[config.mk]
export PLATFORM = sky130hd
export DESIGN_NAME = peg_pkt_xfr_fifo
export DESIGN_NICKNAME = d
export VERILOG_FILES = /design/src/rtl/peg_pkt_xfr_fifo.sv
export SDC_FILE = /design/constraint.sdc
export NUM_CORES = 1
export LEC_CHECK = 0
export ABC_AREA = 1
export BUFFER_PORTS_ARGS = -buffer_cell sky130_fd_sc_hd__buf_2
export CAP_MARGIN = 20
export CORE_MARGIN = 2
export CORE_UTILIZATION = 55
export CTS_CLUSTER_DIAMETER = 50
export DETAILED_ROUTE_END_ITERATION = 8
export PLACE_DENSITY = 0.75
export SLEW_MARGIN = 20
export SYNTH_ARGS = -nofsm -noshare
export SYNTH_HDL_FRONTEND = slang
export SYNTH_SLANG_ARGS = --single-unit
[constraint.sdc]
create_clock -name clk -period 2.7 [get_ports clk]
set_input_delay 0.675 -clock clk [delete_from_list [all_inputs] [get_ports clk]]
set_output_delay 0.675 -clock clk [all_outputs]
set_load 0.05 [all_outputs]
[src/rtl/peg_pkt_xfr_fifo.sv]
// Packet FIFO with framing check, registered show-ahead egress and optional store-and-forward.
// Storage holds {sop,eop,data}; fill_lvl and pkt_cnt include the word parked in the egress register.
module peg_pkt_xfr_fifo #(
  parameter int DATA_W = 16,
  parameter int DEPTH  = 16,
  parameter int SAF_EN = 0
) (
  input  logic                     clk,
  input  logic                     rst,
  input  logic                     ingr_sop,
  input  logic                     ingr_eop,
  input  logic                     ingr_valid,
  input  logic [DATA_W-1:0]        ingr_data,
  output logic                     ingr_ready,
  output logic                     egr_sop,
  output logic                     egr_eop,
  output logic                     egr_valid,
  output logic [DATA_W-1:0]        egr_data,
  input  logic                     egr_ready,
  output logic [$clog2(DEPTH):0]   fill_lvl,
  output logic [$clog2(DEPTH):0]   pkt_cnt,
  output logic                     frm_err,
  output logic                     ovsz_err
);
  localparam int ADDR_W = $clog2(DEPTH);
  localparam int CNT_W  = ADDR_W + 1;
  localparam int WORD_W = DATA_W + 2;
  localparam logic [CNT_W-1:0] FULL_LVL = CNT_W'(DEPTH);
  localparam logic [CNT_W-1:0] CNT_ZERO = '0;

  typedef enum logic {FRM_IDLE = 1'b0, FRM_IN_PKT = 1'b1} frm_state_e;

  logic [WORD_W-1:0] mem [DEPTH];

  frm_state_e        frm_q, frm_d;
  logic [ADDR_W-1:0] wr_ptr_q, wr_ptr_d, rd_ptr_q, rd_ptr_d;
  logic [CNT_W-1:0]  fill_q, fill_d, pkt_q, pkt_d, mem_pkt_q, mem_pkt_d;
  logic              head_part_q, head_part_d, alive_q;
  logic              egr_valid_q, egr_valid_d, egr_sop_q, egr_sop_d, egr_eop_q, egr_eop_d;
  logic [DATA_W-1:0] egr_data_q, egr_data_d;
  logic              frm_err_q, frm_err_d, ovsz_q, ovsz_d;

  logic              acc_s, wr_s, disc_s, egr_hs_s, elig_s, load_s, ovsz_hit_s;
  logic [CNT_W-1:0]  mem_cnt_s;
  logic [WORD_W-1:0] head_s;

  assign ingr_ready = alive_q && (fill_q != FULL_LVL);
  assign head_s     = mem[rd_ptr_q];
  assign egr_valid  = egr_valid_q;
  assign egr_sop    = egr_sop_q;
  assign egr_eop    = egr_eop_q;
  assign egr_data   = egr_data_q;
  assign fill_lvl   = fill_q;
  assign pkt_cnt    = pkt_q;
  assign frm_err    = frm_err_q;
  assign ovsz_err   = ovsz_q;

  // Ingress framing: decide whether an accepted word is stored or discarded
  always_comb begin
    acc_s  = ingr_valid && ingr_ready;
    frm_d  = frm_q;
    wr_s   = 1'b0;
    disc_s = 1'b0;
    if (acc_s) begin
      case (frm_q)
        FRM_IDLE: begin
          if (ingr_sop) begin
            wr_s  = 1'b1;
            frm_d = ingr_eop ? FRM_IDLE : FRM_IN_PKT;
          end else begin
            disc_s = 1'b1;
          end
        end
        FRM_IN_PKT: begin
          if (ingr_sop) begin
            disc_s = 1'b1;
          end else begin
            wr_s  = 1'b1;
            frm_d = ingr_eop ? FRM_IDLE : FRM_IN_PKT;
          end
        end
        default: frm_d = FRM_IDLE;
      endcase
    end else begin
      frm_d = frm_q;
    end
  end

  // Egress eligibility, egress register load and counter updates
  always_comb begin
    egr_hs_s   = egr_valid_q && egr_ready;
    mem_cnt_s  = fill_q - CNT_W'(egr_valid_q);
    // A full buffer with no complete packet can never finish in SAF mode: push it out cut-through
    ovsz_hit_s = (SAF_EN != 0) && (fill_q == FULL_LVL) && (pkt_q == CNT_ZERO);
    elig_s     = (mem_cnt_s != CNT_ZERO) &&
                 ((SAF_EN == 0) || (mem_pkt_q != CNT_ZERO) || head_part_q || ovsz_hit_s);
    load_s     = elig_s && (!egr_valid_q || egr_ready);

    egr_valid_d = egr_valid_q;
    egr_sop_d   = egr_sop_q;
    egr_eop_d   = egr_eop_q;
    egr_data_d  = egr_data_q;
    head_part_d = head_part_q;
    if (load_s) begin
      egr_valid_d = 1'b1;
      egr_sop_d   = head_s[DATA_W+1];
      egr_eop_d   = head_s[DATA_W];
      egr_data_d  = head_s[DATA_W-1:0];
      head_part_d = !head_s[DATA_W];
    end else if (egr_hs_s) begin
      egr_valid_d = 1'b0;
    end else begin
      egr_valid_d = egr_valid_q;
    end

    wr_ptr_d  = wr_s   ? wr_ptr_q + ADDR_W'(1) : wr_ptr_q;
    rd_ptr_d  = load_s ? rd_ptr_q + ADDR_W'(1) : rd_ptr_q;
    fill_d    = fill_q + CNT_W'(wr_s) - CNT_W'(egr_hs_s);
    pkt_d     = pkt_q + CNT_W'(wr_s && ingr_eop) - CNT_W'(egr_hs_s && egr_eop_q);
    mem_pkt_d = mem_pkt_q + CNT_W'(wr_s && ingr_eop) - CNT_W'(load_s && head_s[DATA_W]);
    frm_err_d = disc_s;
    ovsz_d    = ovsz_q || ovsz_hit_s;
  end

  // Storage array, not reset
  always_ff @(posedge clk) begin
    if (wr_s) begin
      mem[wr_ptr_q] <= {ingr_sop, ingr_eop, ingr_data};
    end
  end

  // State registers
  always_ff @(posedge clk or posedge rst) begin
    if (rst) begin
      frm_q       <= FRM_IDLE;
      wr_ptr_q    <= '0;
      rd_ptr_q    <= '0;
      fill_q      <= '0;
      pkt_q       <= '0;
      mem_pkt_q   <= '0;
      head_part_q <= 1'b0;
      alive_q     <= 1'b0;
      egr_valid_q <= 1'b0;
      egr_sop_q   <= 1'b0;
      egr_eop_q   <= 1'b0;
      egr_data_q  <= '0;
      frm_err_q   <= 1'b0;
      ovsz_q      <= 1'b0;
    end else begin
      frm_q       <= frm_d;
      wr_ptr_q    <= wr_ptr_d;
      rd_ptr_q    <= rd_ptr_d;
      fill_q      <= fill_d;
      pkt_q       <= pkt_d;
      mem_pkt_q   <= mem_pkt_d;
      head_part_q <= head_part_d;
      alive_q     <= 1'b1;
      egr_valid_q <= egr_valid_d;
      egr_sop_q   <= egr_sop_d;
      egr_eop_q   <= egr_eop_d;
      egr_data_q  <= egr_data_d;
      frm_err_q   <= frm_err_d;
      ovsz_q      <= ovsz_d;
    end
  end
endmodule
==> out/qor.yml <==
worst_setup_path:
  critical_path_arrival_ps: 2990
  setup.worst_path.start_class: "flip-flop"
  reg2regPathDepth: 14
  critical_path_required_ps: 3120
  cp_max_fo: 4
  ff2ff_setup_slack_ps: 120
  worstSetupPathType: "flip-flop to flip-flop"
  critPathCaptureType: "flip-flop"
  rr_endpoint: "pkt_cnt[4]"
  regToRegStartpoint: "fill_lvl[2]"
layout:
  antenna_cells_inserted: 0
  drive_above_1_share_pct: 12.66
  flow.area_growth_from_synthesis_pct: 15.33
  mostFrequentLayoutCell: "sky130_fd_sc_hd__nand2_1"
  instances_no_fill: 1851
  net_total_in_the_final_layout: 1534
  stdcell_area_um2: 16530
  mostFrequentLayoutCells: "sky130_fd_sc_hd__nand2_1 (468), sky130_fd_sc_hd__edfxtp_1 (288), sky130_fd_sc_hd__inv_1 (240)"
synth:
  post_synth.cell_area_avg_um2: 10.19
  post_synth_num_cell_types: 27
  synth_xor_area_share_pct: 0.8553
  combinational_family_with_the_most_area_after_synthesis: "simple AND/OR/NAND/NOR gates"
  netlist_area_um2: 14340
  post_synth_fa_ha_maj_area_fraction_pct: 1.938
  synth-compound-area-share_pct: 0.3927
  synth.yosys.seq_area_share_pct: 67.31
  postSynthCellCount: 1407
  simple_gate_area_share_of_the_yosys_netlist_pct: 20.95
  postSynthNetCount: 1450
  synth_mux_area_share_pct: 0
  ys_seq_elements: 328
  synthesis_warning_total: 0
clocking:
  clock_path_buffers: 3
  cts_max_level: 2
  root_buffer: "sky130_fd_sc_hd__clkbuf_16"
  cts_buffers: 35
  clock_tree_from_tritoncts: "done"
  worst_setup_hold_path_clk_slew_ps: 60
  numClockSinks: 328
  insertion_delay_ps: 510
placed_design:
  io_buffers: 52
  detailedPlacementHpwl_mm: 19.20
  placed_cells_incl_taps: 1782
  gp_congestion: 0.8349
  placedInstanceArea_um2: 15340
grt:
  grt_util_all_layers_pct: 24.68
  grt_first_pass_wirelength_mm: 51.06
  grt_antenna_before_repair: 0
  vias_in_the_first_global_route: 9483
  gr-total-overflow: 0
  grt_start_max_net_pins: 148
pwr:
  leakage_component_of_the_power_nw: 7.369
  max-vdd-ir-drop_mv: 0.9652
  cellPowerDensity_nw_per_um2: 1041
floorplan:
  row_count: 59
  floorplan_die_area_um2: 27370
  chipWidth_um: 165.5
  placeableCoreArea_um2: 25840
  pin_count: 54
  initial_core_util_pct: 55.49
  die_height_um: 165.5
detailed_routing:
  routed-via-count: 9811
  detail_route.first_pass.iterations: 6
  drt_wl_total_mm: 32.74
  wl_per_cell_um: 17.69
  drtIter0Drc: 1194
  ant_nets: 0
  drc: 0
  routed_via_density: 5.300
timing:
  timing_max_transition_violations_final: 0
  final_period_minus_worst_setup_slack_ps: 2575
  max_freq_mhz: 388.3
  timing.final.setup_violations: 0
  final-hold-violation-count: 0
  slew_headroom_pct: 37.34
  timing.final.crit_share_pct: 95.37
  worst_slew_pin_slew_ps: 939.9
  maximum_clock_skew_at_final_layout_ps: 24.26
worst_hold_path:
  timing.hold.worst.class: "primary input to asynchronous set/reset pin"
status:
  status: "completed"
flow_run:
  max_cap_violations: 0
-- area by class of cell --
class,instances,area (µm²)
clock buffer,50,984.7
fill,1978,9304
inverter,248,933.4
timing repair buffer,109,863.3
multi-input combinational,769,3537
tap,335,419.2
sequential,328,9657
clock inverter,12,138.9
-- sequential cells by signal, indices dropped and copies added (netlist names) --
name       cells
mem          288
egr_data      16
fill_lvl       5
pkt_cnt        5
rd_ptr_q       4
wr_ptr_q       4
alive_q        1
egr_eop        1
egr_sop        1
egr_valid      1
frm_err        1
frm_q          1
-- worst max-delay path by stage --
stage / from / endpoint / slack (ps)
global route: fill_lvl[2] / fill_lvl[4] / -30
floorplan: fill_lvl[2] / mem[3][0] / -290
detailed placement: ingr_sop / fill_lvl[4] / -260
CTS: fill_lvl[2] / fill_lvl[4] / 8
finish: fill_lvl[2] / pkt_cnt[4] / 120
global placement: ingr_sop / fill_lvl[4] / -170
-- metrics by stage --
stage | setup WS [ps] | total power [mW] | util (%) | TNS [ps] | hold WS, ps
3_5_place_dp | -263.4 | 12.46 | 59.39 | -486.6 | 459.5
5_1_grt | -33.99 | 18.15 | 63.99 | -35.88 | 399.6
2_1_floorplan | -288.3 | 10.67 | - | -10400 | 496.6
3_3_place_gp | -166.0 | 12.31 | 59.39 | -296.0 | 459.1
4_1_cts | 7.828 | 17.19 | 63.75 | 0 | 356.7
6_report | 124.9 | 17.21 | 63.99 | 0 | 347.8
-- logic make-up (layout without fill, tap and decap cells) --
| group | Yosys count | after routing |
|---|---|---|
| AND/OR/NAND/NOR | 722 | 722 |
| flip-flops | 328 | 328 |
| adder cells (fa/ha/maj) | 21 | 21 |
| buffers and inverters | 310 | 419 |
| XOR/XNOR | 14 | 14 |
| AO/OA/AOI/OAI | 10 | 10 |
| other | 2 | 2 |
-- layer usage --
layer,share of wire (%),GRT usage [%]
met1,41,34.06
met2,49,40.61
met3,7.4,3.372
met4,2.7,8.660
met5,0,0
-- worst max-delay path, cell delays in order, from the launching register on --
cell	delay (ps)
sky130_fd_sc_hd__dfrtp_2	380
sky130_fd_sc_hd__inv_2	60
sky130_fd_sc_hd__ha_2	180
sky130_fd_sc_hd__nand4_1	100
sky130_fd_sc_hd__nand3_2	120
sky130_fd_sc_hd__nor2_4	160
sky130_fd_sc_hd__buf_4	130
sky130_fd_sc_hd__nand2_1	50
sky130_fd_sc_hd__ha_1	280
sky130_fd_sc_hd__inv_1	60
sky130_fd_sc_hd__ha_1	150
sky130_fd_sc_hd__inv_1	60
sky130_fd_sc_hd__fa_1	420
sky130_fd_sc_hd__o21ai_1	180
sky130_fd_sc_hd__xor2_1	160
-- Yosys cell counts --
cell / n / share of area, %
sky130_fd_sc_hd__conb_1: 2 / 0.052
sky130_fd_sc_hd__ha_1: 19 / 1.7
sky130_fd_sc_hd__fa_1: 2 / 0.28
sky130_fd_sc_hd__clkbuf_1: 19 / 0.50
sky130_fd_sc_hd__buf_4: 3 / 0.16
sky130_fd_sc_hd__nand3_1: 222 / 7.8
sky130_fd_sc_hd__and2_1: 1 / 0.044
sky130_fd_sc_hd__nand3b_1: 1 / 0.052
sky130_fd_sc_hd__buf_1: 5 / 0.13
sky130_fd_sc_hd__a21oi_1: 4 / 0.14
sky130_fd_sc_hd__inv_1: 243 / 6.4
sky130_fd_sc_hd__nor2_2: 1 / 0.044
sky130_fd_sc_hd__dfrtp_1: 40 / 7.0
sky130_fd_sc_hd__clkinv_1: 1 / 0.026
sky130_fd_sc_hd__nor2_1: 25 / 0.65
sky130_fd_sc_hd__buf_2: 35 / 1.2
sky130_fd_sc_hd__nor3_1: 2 / 0.070
sky130_fd_sc_hd__nand4_1: 1 / 0.044
sky130_fd_sc_hd__xnor2_1: 4 / 0.24
sky130_fd_sc_hd__or2_2: 1 / 0.044
sky130_fd_sc_hd__inv_2: 4 / 0.10
sky130_fd_sc_hd__o21ai_2: 1 / 0.061
sky130_fd_sc_hd__o21ai_0: 4 / 0.14
sky130_fd_sc_hd__edfxtp_1: 288 / 60
sky130_fd_sc_hd__xor2_1: 10 / 0.61
sky130_fd_sc_hd__nand2_1: 468 / 12
sky130_fd_sc_hd__o31ai_1: 1 / 0.052
-- report_power, final --
part	internal (mW)	switching [mW]	total, mW	leakage [nW]
clock network	2.83	1.85	4.68	0.549
registers	5.96	0.248	6.21	3.07
logic	1.86	4.46	6.32	3.75
-- repair_timing --
action,4_1_cts,5_1_grt
resized for setup,1,3
hold buffers,0,0
buffers inserted,0,7
pin swaps,1,6
setup endpoints to repair,1,2
endpoints found under the hold margin,0,0
Note: power is estimated with default switching activity, not from simulation.
